==> src/rtl/gauss_frame_seq.sv <==
// Frame sequencer for a cascaded Gaussian filter pair: streams rows from the
// source FIFO, inserts zero padding after each row and flushes the filter pipeline.
module gauss_frame_seq #(
  parameter int IMG_W = 400,
  parameter int IMG_H = 300,
  parameter int PAD   = 2,
  parameter int PRIME = 806
) (
  input  logic       clk,
  input  logic       rst,
  input  logic       start,
  input  logic       src_valid,
  input  logic [7:0] src_din,
  output logic       src_rd_en,
  output logic       filt_en,
  output logic [7:0] filt_din,
  input  logic [7:0] filt_dout,
  input  logic       dst_full,
  output logic       dst_wr_en,
  output logic [7:0] dst_din,
  output logic       busy,
  output logic       frame_done
);

  // state   | meaning
  // S_IDLE  | waiting for start
  // S_RUN   | moving source pixels of the current row into the filter
  // S_PAD   | pushing zero pixels after a row
  // S_FLUSH | pushing zeros to drain the filter pipeline after the last row
  // S_DONE  | one-cycle frame_done, counters cleared
  typedef enum logic [2:0] {S_IDLE, S_RUN, S_PAD, S_FLUSH, S_DONE} state_t;

  localparam int CW = $clog2(IMG_W) + 1;
  localparam int PW = $clog2(PAD) + 1;
  localparam int RW = $clog2(IMG_H) + 1;
  localparam int QW = $clog2(PRIME) + 1;

  localparam logic [CW-1:0] COL_LAST   = CW'(IMG_W - 1);
  localparam logic [PW-1:0] PAD_LAST   = PW'(PAD - 1);
  localparam logic [RW-1:0] ROW_LAST   = RW'(IMG_H - 1);
  localparam logic [QW-1:0] PRIME_MAX  = QW'(PRIME);
  localparam logic [QW-1:0] FLUSH_LAST = QW'(PRIME - 1);

  state_t        state, state_nxt;
  logic [CW-1:0] col, col_nxt;
  logic [PW-1:0] pad_cnt, pad_cnt_nxt;
  logic [RW-1:0] row, row_nxt;
  logic [QW-1:0] prime_cnt, prime_cnt_nxt;
  logic [QW-1:0] flush_cnt, flush_cnt_nxt;

  always_ff @(posedge clk or negedge rst) begin
    if (!rst) begin
      state     <= S_IDLE;
      col       <= '0;
      pad_cnt   <= '0;
      row       <= '0;
      prime_cnt <= '0;
      flush_cnt <= '0;
    end else begin
      state     <= state_nxt;
      col       <= col_nxt;
      pad_cnt   <= pad_cnt_nxt;
      row       <= row_nxt;
      prime_cnt <= prime_cnt_nxt;
      flush_cnt <= flush_cnt_nxt;
    end
  end

  always_comb begin
    state_nxt     = state;
    col_nxt       = col;
    pad_cnt_nxt   = pad_cnt;
    row_nxt       = row;
    prime_cnt_nxt = prime_cnt;
    flush_cnt_nxt = flush_cnt;
    src_rd_en     = 1'b0;
    filt_en       = 1'b0;
    filt_din      = '0;
    frame_done    = 1'b0;

    unique case (state)
      S_IDLE: begin
        if (start) state_nxt = S_RUN;
      end
      S_RUN: begin
        if (src_valid && !dst_full) begin
          src_rd_en = 1'b1;
          filt_en   = 1'b1;
          filt_din  = src_din;
          if (col == COL_LAST) begin
            col_nxt   = '0;
            state_nxt = S_PAD;
          end else begin
            col_nxt = col + 1'b1;
          end
        end
      end
      S_PAD: begin
        if (!dst_full) begin
          filt_en = 1'b1;
          if (pad_cnt == PAD_LAST) begin
            pad_cnt_nxt = '0;
            row_nxt     = row + 1'b1;
            state_nxt   = (row == ROW_LAST) ? S_FLUSH : S_RUN;
          end else begin
            pad_cnt_nxt = pad_cnt + 1'b1;
          end
        end
      end
      S_FLUSH: begin
        if (!dst_full) begin
          filt_en       = 1'b1;
          flush_cnt_nxt = flush_cnt + 1'b1;
          if (flush_cnt == FLUSH_LAST) state_nxt = S_DONE;
        end
      end
      S_DONE: begin
        frame_done    = 1'b1;
        col_nxt       = '0;
        pad_cnt_nxt   = '0;
        row_nxt       = '0;
        prime_cnt_nxt = '0;
        flush_cnt_nxt = '0;
        state_nxt     = S_IDLE;
      end
      default: state_nxt = S_IDLE;
    endcase

    // prime_cnt counts pushes until the filter output becomes meaningful
    if (filt_en && (prime_cnt != PRIME_MAX)) prime_cnt_nxt = prime_cnt + 1'b1;
  end

  assign dst_wr_en = filt_en && (prime_cnt == PRIME_MAX);
  assign dst_din   = filt_dout;
  assign busy      = (state != S_IDLE);

endmodule

==> config.mk <==
export PLATFORM = sky130hd
export DESIGN_NAME = gauss_frame_seq
export DESIGN_NICKNAME = d
export VERILOG_FILES = /design/src/rtl/gauss_frame_seq.sv
export SDC_FILE = /design/constraint.sdc
export NUM_CORES = 1
export LEC_CHECK = 0
export ABC_AREA = 1
export CORE_ASPECT_RATIO = 0.75
export CORE_UTILIZATION = 49
export CTS_CLUSTER_SIZE = 14
export DETAILED_ROUTE_END_ITERATION = 8
export GPL_TIMING_DRIVEN = 1
export PLACE_DENSITY = 0.8
export SETUP_SLACK_MARGIN = 0.4
export SLEW_MARGIN = 20
export SYNTH_ARGS = -nofsm -noshare
export SYNTH_HDL_FRONTEND = slang
export SYNTH_SLANG_ARGS = --single-unit
export TNS_END_PERCENT = 50
==> constraint.sdc <==
create_clock -name clk -period 1.9 [get_ports clk]
set_input_delay 0.38 -clock clk [delete_from_list [all_inputs] [get_ports clk]]
set_output_delay 0.38 -clock clk [all_outputs]
set_load 0.005 [all_outputs]
==> reports/results.txt <==
Status: finished, final reports clean
Mapped Cells: 396
Syn Nets: 423
Final setup vio count: 0
Critical Path RT: 1.52 ns
RSZ-0062 raised after global routing: yes
Final critical-path setup slack: 0.139 ns
Routed Antenna Nets: 0
CTS tree: built
Logic pwr share: 0.466
Top_reg_cell synth: dfrtp_1
All-layer global routing usage: 0.222
Most frequent cells in the layout: nand2_1 (78), dfrtp_1 (44), buf_4 (42), nand3_1 (40), inv_1 (37)
Sequential fraction of the synthesis area: 0.401
CTS Sinks: 47
Vias in the first global route: 2577
Initial antenna violation count: 0
Final hold slack: 0.0398 ns
Syn Area/Cell: 7.42 um^2
Final Max Slew Viols: 0
Fmax: 568 MHz
Post-synthesis cell type count: 32
Total Power: 4.30 mW
H-tree depth: 2
Cell Pwr Density: 1110 nW/um^2
DR WL/cell: 14.0 um
Actual slew at the worst max-slew pin: 0.384 ns
Clk network pwr share: 0.182
Initial drt markers: 142
# rows: 24
Num ports: 42
Crit path launch type: flop
Post-synth EDFFs: 0
Clk buf depth: 2
DR top layer: met4
Routed length on met1: 3280 um
Via/cell ratio: 5.35
Clk Latency, worst-skew pair: 0.31 ns
CP arrival: 1.38 ns
Leakage: 1.86 nW
Setup TNS: 0 ns
Yosys warns: 0
Die area: 6310 um^2
CTS buffer count: 5
Wire length on met3: 323 um
Buffers on Ports: 25
Initial Utilization: 0.507
R2r setup slk: 0.26 ns
Final Skew: 0.00675 ns
Die width: 91.4 um
Slew headroom: 0.742
Commonest non-fill, non-tap cell in the layout: nand2_1
Dpl ws: -0.365 ns
Ant. Diodes: 0
WL met2: 3880 um
Post-DP HPWL: 4750 um
Post-route DRC: 0
Kind of critical path: flop to output pin
Root Buffer: clkbuf_8
Vias after detailed routing: 2924
Area growth syn-to-layout: 31.9%
Int Power: 2.56 mW
Flop pwr share: 0.352
Final Cycle Share: 0.927
Routability cong.: 0.906
Final Hold Viols: 0
Synth Register Bits: 47
Max Fanout on Critical Path: 3
Max cap viols: 0
Sw Share: 0.405
Share of synthesized flip-flops with an asynchronous set or reset: 1.00
Switching pwr: 1.74 mW
Core Region: 5800 um^2
Final worst path period need: 1.76 ns
Fin nets: 495
DP Area: 3350 um^2
Worst r2r src: state[2]$_DFFE_PN0P_
Filler cells: 447
R2R cell count: 9
Hold buffer count at cts: 0
Router iterations before antenna repair: 5
Final wirelength: 7630 um
Final Cell Area: 3870 um^2
Setup crit end kind: output pin
Largest net degree at the start of global routing: 48
R2R Path End: row[5]$_DFFE_PN0P_
Mapped Area: 2940 um^2
Clock-pin transition on the worst setup and hold timing paths: 0.09 ns
Die height: 69.0 um
Share of post-route cells with drive strength above 1: 0.292
First-pass GRT wire length: 11400 um
GRT overflow: 0
Min-delay worst type: primary input to async pin
Worst ir drop on vdd: 0.680 mV
[worst max-delay path, stage by stage, from the launching register on]
cell,delay (ns)
dfrtp_1,0.42
inv_2,0.10
nand3_4,0.10
inv_4,0.08
nand2_4,0.05
nand2_4,0.07
inv_2,0.03
nor3_2,0.08
buf_2,0.13
[layout make-up]
type                       count  area [um^2]  share of cell area
sequential                    47         1180               0.305
tap                           78         97.6              0.0252
timing repair buffer          79          661               0.171
clock inverter                 2         35.0             0.00905
inverter                      54          223              0.0575
multi-input combinational    281         1590               0.412
clock buffer                   6         82.6              0.0213
[layer usage]
metal / up-vias / track usage
li1: 1433 / -
met1: 1377 / 0.288
met2: 93 / 0.374
met3: 21 / 0.0364
met4: 0 / 0.0829
met5: - / 0
[what timing repair did]
| item | 4_1_cts | 5_1_grt |
|---|---|---|
| gates resized for setup | 77 | 42 |
| pin swaps | 9 | 14 |
| gates cloned | 0 | 0 |
| endpoints found under the setup margin | 47 | 57 |
| setup buffers | 15 | 19 |
[Yosys cell counts, types with 2 or more instances]
library cell	instances	area (um^2)
nand3b_1	2	15.0
o21ai_1	3	15.0
o22ai_1	4	25.0
xnor2_1	2	17.5
a31oi_1	2	12.5
and3_1	2	12.5
or2_2	2	12.5
nand2_4	2	22.5
nand2_1	85	319
o21ai_2	3	26.3
dfrtp_1	47	1180
a21oi_1	12	60.1
nand3_1	47	235
buf_2	3	15.0
xor2_1	7	61.3
nor3_1	14	70.1
nand3_2	3	30.0
buf_6	2	22.5
a21o_1	2	15.0
ha_1	6	75.1
inv_1	49	184
buf_4	9	67.6
o21ai_0	24	120
nor2_1	39	146
inv_2	5	18.8
nand4_1	14	87.6
[metrics by stage]
stage,utilization,cells
2_1_floorplan,-,396
3_3_place_gp,0.578,505
3_5_place_dp,0.578,505
4_1_cts,0.622,528
5_1_grt,0.668,547
6_report,0.668,547
[state kept, by name, summed over array words and instances (netlist names)]
register   flops
col           10
flush_cnt     11
pad_cnt        2
prime_cnt     11
state          3
row           10
[worst max path at each step]
stage	startpoint	to	slack, ns
after CTS	state[2]$_DFFE_PN0P_	dst_wr_en	0.15
after floorplan	state[1]$_DFFE_PN0P_	dst_wr_en	0.40
after global placement	dst_full	dst_wr_en	-0.31
final	state[2]$_DFFE_PN0P_	dst_wr_en	0.14
after detailed placement	dst_full	filt_din[2]	-0.36
after global routing	state[2]$_DFFE_PN0P_	dst_wr_en	0.08
[logic make-up (layout without fill, tap and decap cells)]
logic type / count (synthesis) / after routing / synth area share
compound gates: 53 / 53 / 0.107
xor+xnor: 9 / 9 / 0.0268
fa+ha+maj: 6 / 6 / 0.0256
buf+inv: 68 / 141 / 0.105
flops: 47 / 47 / 0.401
simple gates: 213 / 213 / 0.335
[power by group through the flow]
| stage | clock [mW] | sequential, mW | combinational (mW) |
|---|---|---|---|
| 4_1_cts | 0.789 | 1.49 | 1.71 |
| 2_1_floorplan | 0 | 1.48 | 1.02 |
| 3_5_place_dp | 0 | 1.52 | 1.48 |
| 3_3_place_gp | 0 | 1.51 | 1.41 |
| 6_report | 0.783 | 1.51 | 2.01 |
| 5_1_grt | 0.824 | 1.54 | 2.20 |
Power figures use the tool's default switching activity.
